### src/rtl/proc_run_ctrl.sv
// Run controller: streams a program into imem, holds the processor in reset, runs it until halt or watchdog expiry.
// Optional PROC_RUN_CTRL_SINGLE_STEP_EN adds a step input that gates proc_en to one cycle per step cycle.
module proc_run_ctrl #(
    parameter int WORD_W     = 32,
    parameter int ADDR_W     = 8,
    parameter int RST_CYCLES = 2,
    parameter int CNT_W      = 16,
    parameter int TIMEOUT    = 1000
) (
    input  logic              clk,
    input  logic              rst,
    input  logic              start,
    input  logic              load_valid,
    input  logic [WORD_W-1:0] load_data,
    input  logic              load_last,
    output logic              load_ready,
    output logic              imem_we,
    output logic [ADDR_W-1:0] imem_addr,
    output logic [WORD_W-1:0] imem_wdata,
    output logic              proc_rst,
    output logic              proc_en,
`ifdef PROC_RUN_CTRL_SINGLE_STEP_EN
    input  logic              step,
`endif
    input  logic              halt_in,
    output logic              busy,
    output logic              done,
    output logic              timed_out,
    output logic [CNT_W-1:0]  cycle_count
);

    localparam int HOLD_W = (RST_CYCLES > 1) ? $clog2(RST_CYCLES) : 1;
    localparam logic [ADDR_W-1:0] PTR_MAX = {ADDR_W{1'b1}};
    localparam logic [CNT_W-1:0]  CNT_MAX = {CNT_W{1'b1}};
    localparam logic [CNT_W:0]    TO_VAL  = (CNT_W+1)'(TIMEOUT);
    localparam logic [HOLD_W-1:0] HOLD_LAST = HOLD_W'(RST_CYCLES - 1);

    typedef enum logic [2:0] {
        S_IDLE, S_LOAD, S_RSTHOLD, S_RUN, S_HALTED, S_TIMEDOUT
    } state_t;

    state_t            state, state_n;
    logic [ADDR_W-1:0] ptr, ptr_n;
    logic [HOLD_W-1:0] hold, hold_n;
    logic [CNT_W-1:0]  cnt_n, cnt_inc;
    logic              xfer, active;
    logic              proc_rst_n, proc_en_n, busy_n, done_n, timed_out_n;

    assign load_ready = (state == S_LOAD);
    assign xfer       = load_valid && load_ready;
    assign imem_we    = xfer;
    assign imem_addr  = ptr;
    assign imem_wdata = load_data;

    // Only cycles in which the processor was actually enabled are counted and evaluated.
    assign active  = (state == S_RUN) && proc_en;
    assign cnt_inc = (cycle_count == CNT_MAX) ? cycle_count : cycle_count + 1'b1;

    always_comb begin
        state_n = state;
        ptr_n   = ptr;
        hold_n  = hold;
        cnt_n   = cycle_count;
        case (state)
            S_IDLE, S_HALTED, S_TIMEDOUT: begin
                if (start) begin
                    state_n = S_LOAD;
                    ptr_n   = '0;
                    cnt_n   = '0;
                end
            end
            S_LOAD: begin
                if (xfer) begin
                    if (ptr != PTR_MAX) ptr_n = ptr + 1'b1;
                    if (load_last || ptr == PTR_MAX) begin
                        state_n = S_RSTHOLD;
                        hold_n  = '0;
                    end
                end
            end
            S_RSTHOLD: begin
                if (hold == HOLD_LAST) state_n = S_RUN;
                else                   hold_n  = hold + 1'b1;
            end
            S_RUN: begin
                if (active) begin
                    cnt_n = cnt_inc;
                    if (halt_in)
                        state_n = S_HALTED;
                    else if (TIMEOUT != 0 && {1'b0, cnt_inc} == TO_VAL)
                        state_n = S_TIMEDOUT;
                end
            end
            default: state_n = S_IDLE;
        endcase
    end

    // Outputs are registered from the next state so they line up with the state register.
    always_comb begin
        proc_rst_n  = (state_n == S_IDLE) || (state_n == S_LOAD) || (state_n == S_RSTHOLD);
`ifdef PROC_RUN_CTRL_SINGLE_STEP_EN
        proc_en_n   = (state_n == S_RUN) && step;
`else
        proc_en_n   = (state_n == S_RUN);
`endif
        busy_n      = (state_n == S_LOAD) || (state_n == S_RSTHOLD) || (state_n == S_RUN);
        done_n      = (state_n == S_HALTED) || (state_n == S_TIMEDOUT);
        timed_out_n = (state_n == S_TIMEDOUT);
    end

    always_ff @(posedge clk or posedge rst) begin
        if (rst) begin
            state       <= S_IDLE;
            ptr         <= '0;
            hold        <= '0;
            cycle_count <= '0;
            proc_rst    <= 1'b1;
            proc_en     <= 1'b0;
            busy        <= 1'b0;
            done        <= 1'b0;
            timed_out   <= 1'b0;
        end else begin
            state       <= state_n;
            ptr         <= ptr_n;
            hold        <= hold_n;
            cycle_count <= cnt_n;
            proc_rst    <= proc_rst_n;
            proc_en     <= proc_en_n;
            busy        <= busy_n;
            done        <= done_n;
            timed_out   <= timed_out_n;
        end
    end

endmodule

### config.mk
export PLATFORM = sky130hd
export DESIGN_NAME = proc_run_ctrl
export DESIGN_NICKNAME = d
export VERILOG_FILES = /design/src/rtl/proc_run_ctrl.sv
export SDC_FILE = /design/constraint.sdc
export NUM_CORES = 1
export LEC_CHECK = 0
export CAP_MARGIN = 10
export CORE_ASPECT_RATIO = 0.8
export CORE_UTILIZATION = 40
export CTS_CLUSTER_SIZE = 8
export DETAILED_ROUTE_END_ITERATION = 8
export GPL_TIMING_DRIVEN = 0
export PLACE_DENSITY_LB_ADDON = 0.3
export SLEW_MARGIN = 20
export SYNTH_ARGS = -nofsm -noshare
export SYNTH_HDL_FRONTEND = slang
export SYNTH_SLANG_ARGS = --single-unit
### constraint.sdc
create_clock -name clk -period 4.97 [get_ports clk]
set_input_delay 0.994 -clock clk [delete_from_list [all_inputs] [get_ports clk]]
set_output_delay 0.994 -clock clk [all_outputs]
set_load 0.03 [all_outputs]
# [Word level (Yosys, flattened, before mapping)]
# Cells that the tools add are included.
[totals] ff_bits=33 output_inout_bits=63 elab_cells=68
[classes] add_sub_neg=3 n_eq_ne=19 mux=20 reduce_logical=17
[op_table] op="$mux 16" n=3
[op_table] op="$pmux 16 s2" n=1
[op_table] op="$mux 8" n=3
[op_table] op="$mux 3" n=7
[op_table] op="$add 16x1->16 const B" n=1
[op_table] op="$eq 16x10->1 const B" n=1
[op_table] op="$eq 16x16->1 const B" n=1
[op_table] op="$pmux 8 s2" n=1
[op_table] op="$eq 3x2->1 const B" n=4
[op_table] op="$eq 3x3->1 const B" n=4
[op_table] op="$pmux 3 s4" n=1
[op_table] op="$add 8x1->8 const B" n=1
[op_table] op="$eq 8x8->1 const B" n=1
[op_table] op="$ne 8x8->1 const B" n=1
[op_table] op="$eq 3x1->1 const B" n=2
[op_table] op="$logic_not 3->1" n=2
[op_table] op="$logic_or 1x1->1" n=6
[op_table] op="$ne 2x1->1 const B" n=3
[op_table] op="$reduce_and 3->1" n=2
[op_table] op="$reduce_bool 2->1" n=3
[op_table] op="$ne 2x2->1 const B" n=2
[op_table] op="$reduce_and 4->1" n=1
[op_table] op="$mux 1" n=3
[op_table] op="$reduce_or 3->1" n=1
[op_table] op="3 further kinds" n=4

# [Logic depth before layout (Yosys ltp)]
[depth] word_depth=10 mapped_depth=8 ltp_nobuf=7

# [Worst setup path before layout]
# No wires, ideal clock.
[synth_timing] path_kind="register to register" from="register cycle_count[0]" to="register timed_out" arrival_time_ps=2532 required_time_ps=4903 slack_ps=2371 path_stages_with_launch=9 n_path_buf=1 synth_period_minus_slack_ps=2599 path_cell_list="dfrtp_1 -> ha_1 -> and4_1 -> clkbuf_1 -> nand3_1 -> a2111oi_0 -> o2111ai_1 -> o31ai_2 -> and3_1"
[synth_via] elab_chain_len=8 word_cells_on_any_way=9 classes_between="add/sub: 1; eq/ne: 3; mux: 5"
[synth_lines] item="start, declared" line_no="29" source="output logic [CNT_W-1:0] cycle_count"
[synth_lines] item="start signal, assigned" line_no="126" source="cycle_count <= cnt_n;"
[synth_lines] item="$add 16x1->16 or $eq 16x16->1 (tied branches)" line_no="57" source="assign cnt_inc = (cycle_count == CNT_MAX) ? cycle_count : cycle_count + 1'b1;"
[synth_lines] item="$mux 16 (*)" line_no="57"
[synth_lines] item="$eq 16x10->1 (*)" line_no="90" source="else if (TIMEOUT != 0 && {1'b0, cnt_inc} == TO_VAL)"
[synth_lines] item="$mux 3 (*)" line_no="90"
[synth_lines] item="$mux 3 (*)" line_no="88" source="if (halt_in)"
[synth_lines] item="$mux 3 (*)" line_no="86" source="if (active) begin"
[synth_lines] item="$pmux 3 s4 (*)" line_no="64" source="case (state)"
[synth_lines] item="$eq 3x3->1 (*)" line_no="108" source="timed_out_n = (state_n == S_TIMEDOUT);"
[synth_lines] item="net timed_out_n" line_no="47" source="logic proc_rst_n, proc_en_n, busy_n, done_n, timed_out_n;"
[synth_lines] item="end signal, assigned" line_no="131" source="timed_out <= timed_out_n;"
[synth_lines] item="end, declared" line_no="28" source="output logic timed_out,"
# The timed path passes the listed nets; every way through them passes the cells marked *.
# A chain may end at the register's enable or synchronous reset.

# [Worst setup path after layout]
[layout_timing] from="input load_valid" to="output imem_we"
[layout_via] elab_chain_len=1
[layout_lines] item="start, declared" line_no="13" source="input logic load_valid,"
[layout_lines] item="$logic_and 1x1->1" line_no="50" source="assign xfer = load_valid && load_ready;"
[layout_lines] item="end, declared" line_no="17" source="output logic imem_we,"
# Every way passes these cells.

==> results.yml <==
status:
  status: "finished clean"
layout:
  final_nets: 390
  final_util_pct: 57.6
  num_antenna_cells: 0
  area_growth_pct: 37.3
  final_cell_area_sq_um: 3180
  drive_gt1_share_pct: 15.7
synth:
  yosysWarnings: 0
  syn_nets: 315
  ys_seq_area_share_pct: 35.7
  syn_avg_cell_area_sq_um: 8.44
  ys_types: 53
  synthCells: 275
  synth_edf_count: 0
  synthesis.area_sq_um: 2320
  async_flop_share_pct: 100
  synth_flop_cell: "dfrtp_1"
  synth.ff_latch_count: 33
floorplan:
  dieArea_sq_um: 6110
  rows: 24
  chipWidth_um: 87.1
  io_pins: 101
  initial_utilization_pct: 42.0
  die_y_um: 70.1
  core_sq_um: 5530
placement:
  dp_hpwl_um: 4700
  place_area_sq_um: 3100
  place_congestion: 0.902
  port_buffers: 68
setup_path:
  cp_top_family: "buffers and inverters"
  cp_max_fo: 3
  required_ns: 3.98
  crit_path_frequent_cell: "clkdlybuf4s50_1"
  crit_type: "primary input to output pin"
  slowest_stage: "clkdlybuf4s50_1"
  startpoint_type: "primary input"
  critical_path_buf_inv_count: 2
  crit_arrival_ns: 2.39
  max_stage_delay_ns: 0.67
  crit_chain: "clkdlybuf4s50_1 -> and4bb_2 -> clkdlybuf4s50_1"
  crit_path_end_kind: "output pin"
pwr:
  seqPwrFrac_pct: 33.1
  switching_share_pct: 44.8
  p_comb_share_pct: 49.8
  p_leak_nw: 1.28
  power_mw: 1.20
  p_per_area_nw_per_um2: 376
  p_int_mw: 0.660
  ir_drop_mv: 0.163
  clockPowerShare_pct: 17.2
  p_switching_mw: 0.536
global_routing:
  grt_overflow_total: 0
  grt_pass1_wl_um: 9760
  grt_use_total_pct: 20.5
  antenna_found_initial: 0
  grt_pass1_vias: 2058
  grt_start_max_net_pins: 34
sta:
  max_freq_mhz: 295
  hold_viol: 0
  max_slew_margin_pct: 36.0
  min_period_ns: 3.39
  setup_viol: 0
  fin_skew_ns: 0.00789
  hold_slack_ns: 0.493
  period_share_pct: 68.1
  worst_slew_pin_slew_ns: 0.952
  rsz0062_at_grt: "no"
  maxSlewViolCount: 0
  setup_tns_ns: 0
clock_tree:
  cts.sinks: 33
  path_clk_slew_ns: 0.08
  cts_tree: "built"
  cts_buffers: 5
  cts_buffer_depth: 2
  cts_hold_buf: 0
  cts_resized: 0
  cts.root.buffer_cell: "clkbuf_8"
  clk_latency_ns: 0.30
  h-tree-depth: 2
  cts_setup_buffers: 0
min_path:
  hold_path_class: "flip-flop to flip-flop"
detailed_routing:
  vias: 2362
  routed_wl_um: 6270
  firstDrtPassIters: 5
  drc_errors: 0
  viasPerCell: 5.51
  drtIter0Drc: 201
  postRouteAntennaNets: 0
  wl_per_cell_um: 14.6
flow_run:
  maxCapViolCount: 0
## power groups by stage
stage	clock network (mW)	logic, mW	registers [mW]
floorplan	0	0.296	0.477
global placement	0	0.581	0.397
detailed placement	0	0.591	0.399
CTS	0.212	0.592	0.394
global route	0.226	0.638	0.405
finish	0.205	0.595	0.395
## cell usage in the layout (no fill, tap or decap), drive strengths merged, types with 2 or more instances in the layout
| cell type | instances |
|---|---|
| clkdlybuf4s50 | 68 |
| buf | 39 |
| dfrtp | 32 |
| nor2 | 25 |
| nand2 | 22 |
| o21ai | 16 |
| clkbuf | 16 |
| nand3 | 14 |
| nand4 | 14 |
| nor3 | 9 |
| a21oi | 9 |
| and3 | 7 |
| a31oi | 6 |
| nand2b | 6 |
| xor2 | 5 |
| o41ai | 4 |
| xnor2 | 4 |
| a211oi | 4 |
| inv | 4 |
| nor2b | 3 |
| nor4 | 3 |
| and2 | 3 |
| o211ai | 3 |
| nand4b | 2 |
| and4 | 2 |
| or4 | 2 |
| a311oi | 2 |
| or4bb | 2 |
| ha | 2 |
| clkinv | 2 |
| o31ai | 2 |
## registers in the layout (all words and copies together), names as in the netlist
| name | flops |
|---|---|
| proc_rst | 1 |
| timed_out | 1 |
| hold | 1 |
| state | 3 |
| imem_addr | 8 |
| cycle_count | 16 |
| done | 1 |
| busy | 1 |
| proc_en | 1 |
## kinds of logic (layout without fill, tap and decap cells)
kind of cell | after synthesis | after routing | synth area share, %
XOR/XNOR | 9 | 9 | 3.40
buffers and inverters | 54 | 130 | 14.4
multiplexers | 1 | 1 | 0.432
AO/OA/AOI/OAI | 56 | 56 | 16.3
AND/OR/NAND/NOR | 120 | 120 | 28.7
adder cells (fa/ha/maj) | 2 | 2 | 1.08
flip-flops | 33 | 33 | 35.7
## per-layer routing
layer	part of all wire [%]	global-route usage (%)	vias up
met5	0	0	-
met3	9.6	6.86	12
met4	1.3	4.55	0
met1	45	29.1	1096
met2	44	30.3	131
li1	-	-	1123
## final cells by class
cell class | count | area, sq um
plain buffers | 50 | 319
clock buffers | 5 | 68.8
clock inverters | 3 | 17.5
fillers | 525 | 2340
inverters | 4 | 15.0
multi-input cells | 188 | 1160
flip-flops and latches | 33 | 827
well taps | 78 | 97.6
repair buffers | 68 | 681
## worst paths after layout
kind	startpoint	endpoint	slack, ns	cells past startpoint
max	load_valid	imem_we	1.58	3
min	hold$_DFFE_PP0P_	hold$_DFFE_PP0P_	0.49	2
max reg2reg	cycle_count[0]$_DFFE_PP0P_	timed_out$_DFF_PP0_	2.04	8
min reg2reg	hold$_DFFE_PP0P_	hold$_DFFE_PP0P_	0.49	2
max in group asynchronous	rst	cycle_count[2]$_DFFE_PP0P_	3.39	2
min in group asynchronous	rst	imem_addr[0]$_DFFE_PP0P_	1.13	2
## stage by stage
stage	setup slack, ns	instances
6_report	1.58	429
4_1_cts	1.58	429
2_1_floorplan	2.37	275
3_5_place_dp	1.58	421
3_3_place_gp	1.61	421
5_1_grt	1.56	429
## cell usage after synthesis, types with 2 or more instances
master	instances	area share, %
nand4_1	12	3.2
o41ai_1	4	1.5
a311oi_1	2	0.76
nand2b_1	6	1.6
o21ai_0	16	3.5
xnor2_1	4	1.5
a211oi_1	3	0.97
and4_1	2	0.76
ha_1	2	1.1
dfrtp_1	32	35
inv_1	4	0.65
or4_1	2	0.65
nand3_1	13	2.8
buf_4	33	11
nor4_1	3	0.81
nor3_1	9	1.9
and3_1	7	1.9
and2_1	3	0.81
nor2_1	25	4.0
a21oi_1	9	1.9
o211ai_1	3	0.97
a31oi_1	6	1.6
clkbuf_1	11	1.8
nand4b_1	2	0.76
xor2_1	5	1.9
buf_2	6	1.3
or4bb_1	2	0.97
nand2_1	22	3.6
nor2b_1	3	0.81
## tightest hold or removal path: cells and delay by family, from the launching register on
family | cells | cell delay (ns)
AO/OA/AOI/OAI | 1 | 0.06
AND/OR/NAND/NOR | 1 | 0.05
flip-flops | 1 | 0.35
No activity file was read; power rests on OpenSTA's default activity.
==> RTL change 1 (same settings) <==
Encoding of `state_t`: now one-hot (6 bits for 6 states).
--- a/src/rtl/proc_run_ctrl.sv
+++ b/src/rtl/proc_run_ctrl.sv
@@ -35,8 +35,8 @@
     localparam logic [CNT_W:0]    TO_VAL  = (CNT_W+1)'(TIMEOUT);
     localparam logic [HOLD_W-1:0] HOLD_LAST = HOLD_W'(RST_CYCLES - 1);
 
-    typedef enum logic [2:0] {
-        S_IDLE, S_LOAD, S_RSTHOLD, S_RUN, S_HALTED, S_TIMEDOUT
+    typedef enum logic [5:0] {
+        S_IDLE = 6'b000001, S_LOAD = 6'b000010, S_RSTHOLD = 6'b000100, S_RUN = 6'b001000, S_HALTED = 6'b010000, S_TIMEDOUT = 6'b100000
     } state_t;
 
     state_t            state, state_n;
Check against the original RTL: same outputs for any inputs over 10 cycles, from zero or initial values and one cycle with rst high; not proved beyond that.
==> RTL change 1 against the unedited design <==
Power decreased by 18%. Sequential cell count up 3. Cell area is 2.3% higher. Core utilization increased by 0.70 points. Largest power group unchanged. Setup slack better by 0.044 ns. Maximum frequency increased by 1.3%. Combinational power is 40% lower. Routed wire length decreased by 3.1%. Area after synthesis rose by 2.1%. Count of clock-buffer cells in the layout is the same.
==> RTL change 1: results (changes against the unedited design) <==
[route]
routedWlPerCell_um=14.6  ; +0.14%
routed_via_density=5.33  ; -3.3%
dr.pass1.iters=4  ; -1
drt_first_iter_violations=210  ; +4.5%
route.detailed.drc=0  ; unchanged
routed_wirelength_um=6070  ; -3.1%

[pwr]
power_density_mw_per_mm2=300  ; -20%
total_leakage_power_uw=0.00142  ; +11%
ir_worst_vdd_uv=131  ; -20%

[layout]
final_net_count=376  ; -3.6%
diodes=0  ; unchanged
fillers=518  ; -1.3%
multi_input_gates=178  ; -5.3%
non_clock_buffer_count=108  ; -8.5%
clkCellAreaFrac_pct=3.42  ; +0.71 points
num-nonclk-inverters=7  ; +3
drive_gt1_share_pct=18.1  ; +2.4 points
multi_input_area_share_pct=35.4  ; -0.94 points
buf_share_pct=29.5  ; -1.9 points
seq_area_um2=903  ; +9.2%

[global_routing]
global_route.usage.total_pct=20.3  ; -0.28 points
grt_max_degree=37  ; +8.8%
first_global_vias=2078  ; +0.97%

[placed_design]
dp_hpwl_um=4480  ; -4.7%
placed_area_mm2=0.00315  ; +1.6%
place_worst_setup_slack_ns=1.62  ; +0.0375 ns
dp_cells=407  ; -3.3%
gp_congestion=0.901  ; -0.11%

[critical_path]
critical_path_arrival_ns=2.35  ; -0.04 ns
crit_start=load_valid
timing.rr.end=busy
timing.reg2reg.worst_path_depth=7  ; -1
worstPathMaxFanout=3  ; unchanged

[synthesis]
post_synth_main_area_contributors=sky130_fd_sc_hd__dfrtp_1 (36%), sky130_fd_sc_hd__buf_4 (10%), sky130_fd_sc_hd__o21ai_0 (3.4%)
post_synthesis_net_count=301  ; -4.4%
syn-instance-count=261  ; -5.1%
synth.yosys.seq_area_share_pct=38.1  ; +2.5 points
most_instantiated_cells_after_synthesis=sky130_fd_sc_hd__dfrtp_1 (34), sky130_fd_sc_hd__buf_4 (33), sky130_fd_sc_hd__nand2_1 (21)

[timing]
worst_pin_slew_ns=0.770  ; -0.182 ns
finalHoldWorstSlack_ns=0.528  ; +0.0350 ns
achievable-frequency_mhz=299  ; +1.3%
finalClockSkew_ns=0.00860  ; +0.000710 ns

[clock_tree]
insertion_delay_ns=0.30  ; about the same
clock-sinks=36  ; +9.1%
clk_pin_slew_ns=0.07

[min_path]
timing.hold.worst_path_depth=2  ; unchanged

[run_status]
outcome=finished clean

RTL change 1: kinds of logic (layout without fill, tap and decap cells):
family | after synthesis | count (layout) | synth area share, %
mux | 3 | 3 | 1.32
compound gates | 61 | 61 | 17.4
fa+ha+maj | 2 | 2 | 1.06
xor+xnor | 12 | 12 | 4.44
simple gates | 100 | 100 | 24.6
buf+inv | 47 | 123 | 13.1
flops | 36 | 36 | 38.1
RTL change 1: routing by layer:
layer | track usage, % | wire length [um] | up-vias | share of wire (%)
met5 | 0 | 0 | - | 0
met4 | 6.63 | 94 | 0 | 1.5
met1 | 29.6 | 2920 | 1017 | 48
li1 | - | - | 1072 | -
met2 | 30.1 | 2570 | 113 | 42
met3 | 3.85 | 486 | 8 | 8.0
RTL change 1: where the power goes:
part / switching [uW] / total [uW] / internal, uW
logic: 212 / 359 / 147
registers: 29.7 / 357 / 327
clock network: 113 / 262 / 148
total: 355 / 978 / 623
==> RTL change 2 (config.mk and constraints unchanged) <==
Made on the original files. The parameter `RST_CYCLES` goes from 2 to 4.
--- a/src/rtl/proc_run_ctrl.sv
+++ b/src/rtl/proc_run_ctrl.sv
@@ -3,7 +3,7 @@
 module proc_run_ctrl #(
     parameter int WORD_W     = 32,
     parameter int ADDR_W     = 8,
-    parameter int RST_CYCLES = 2,
+    parameter int RST_CYCLES = 4,
     parameter int CNT_W      = 16,
     parameter int TIMEOUT    = 1000
 ) (
Check against the original RTL: not equivalent (a bounded check fails within 10 cycles, from zero or initial values and one cycle with rst high).
==> RTL change 2 against the unedited design <==
Area after synthesis is 1.3% lower. Global-route usage is 0.89 points lower. Routed wire length decreased by 7.5%. Sequential cell count grew 1. Power shrank 10%. Cell area barely moved. Setup slack better by 0.039 ns. Clock skew down 0.0023 ns. Sequential power shrank 7.1%.
==> RTL change 2: results (changes against the unedited design) <==
[layout]
instances_no_fill=406  ; -5.4%
final_net_count=368  ; -5.6%
fillers=511  ; -2.7%
drive_gt1_share_pct=18.6  ; +2.9 points

[route]
drt_first_iter_violations=109  ; -46%
met1_length_um=2880  ; +1.4%
met2WireLength_um=2520  ; -8.3%
routedWlPerCell_um=14.3  ; -2.2%
routed_via_density=5.29  ; -3.9%
dr.pass1.iters=4  ; -1

[global_routing]
first_global_vias=1994  ; -3.1%
global_route.usage.total_pct=19.7  ; -0.89 points
grt_max_degree=35  ; +2.9%
grt_pass1_wl_um=9330  ; -4.4%

[synthesis]
post_synth_main_area_contributors=sky130_fd_sc_hd__dfrtp_1 (36%), sky130_fd_sc_hd__buf_4 (11%), sky130_fd_sc_hd__nor2_1 (3.9%)
post_synthesis_net_count=293  ; -7.0%
synthXorXnorAreaFrac_pct=3.06  ; -0.34 points
synthAdderAreaFrac_pct=1.64  ; +0.56 points
synth.area.mux_share_pct=1.37  ; +0.93 points
synth.yosys.seq_area_share_pct=37.2  ; +1.6 points

[pwr]
total_leakage_power_uw=0.00140  ; +9.5%
ir_worst_vdd_uv=117  ; -28%

[timing]
worst_pin_slew_ns=0.713  ; -0.239 ns
finalClockSkew_ns=0.00562  ; -0.00227 ns

[placed_design]
dp_hpwl_um=4270  ; -9.2%
gp_congestion=0.904  ; +0.22%
dp_cells=398  ; -5.5%

[critical_path]
critical_path_arrival_ns=2.35  ; -0.04 ns

[run_status]
outcome=finished clean

RTL change 2: cell types whose count changed after synthesis, sizes merged, moves of 3 or more:
cell | unedited run | this run
a21o | 0 | 5
a31oi | 6 | 2
o21ai | 16 | 9
nand4 | 14 | 10
nand2 | 22 | 13
and3 | 7 | 12
nand2b | 6 | 3
clkbuf | 11 | 3
o41ai | 4 | 1
RTL change 2: final timing paths:
path                           startpoint         endpoint  slack [ns]  cells past startpoint
max                            load_valid          imem_we        1.62                      4
min                               hold[1]          hold[1]        0.50                      1
max reg2reg                cycle_count[0]         state[1]        2.36                      8
min reg2reg                       hold[1]          hold[1]        0.50                      1
max in group asynchronous             rst  cycle_count[10]        3.38                      2
min in group asynchronous             rst  cycle_count[15]        1.13                      2
RTL change 2: through the flow:
step	setup WS [ns]	cell area, um2
floorplan	2.13	2290
global placement	1.63	3070
detailed placement	1.60	3070
CTS	1.60	3180
global route	1.55	3180
finish	1.62	3180
RTL change 2: where the power goes:
part	switching, uW	total [uW]	internal [uW]
Sequential	42.1	367	325
Clock	111	260	149
Combinational	261	446	186
Total	414	1070	660
RTL change 2: critical path, delay by kind of cell:
kind / cells / cell delay, ns
simple gates: 1 / 0.10
buf+inv: 3 / 1.25
RTL change 2: area by class of cell:
cell class | instances | share of cell area (%)
flip-flops and latches | 34 | 26.8
clock buffers | 5 | 2.16
repair buffers | 68 | 21.4
multi-input cells | 172 | 35.2
inverters | 4 | 0.472
clock inverters | 3 | 1.42
plain buffers | 42 | 9.48
well taps | 78 | 3.07
RTL change 2: per-layer routing:
layer	global-route usage (%)	vias up
met5	0	-
met4	6.11	0
met3	3.81	16
met2	29.6	80
met1	28.3	1003
li1	-	1050
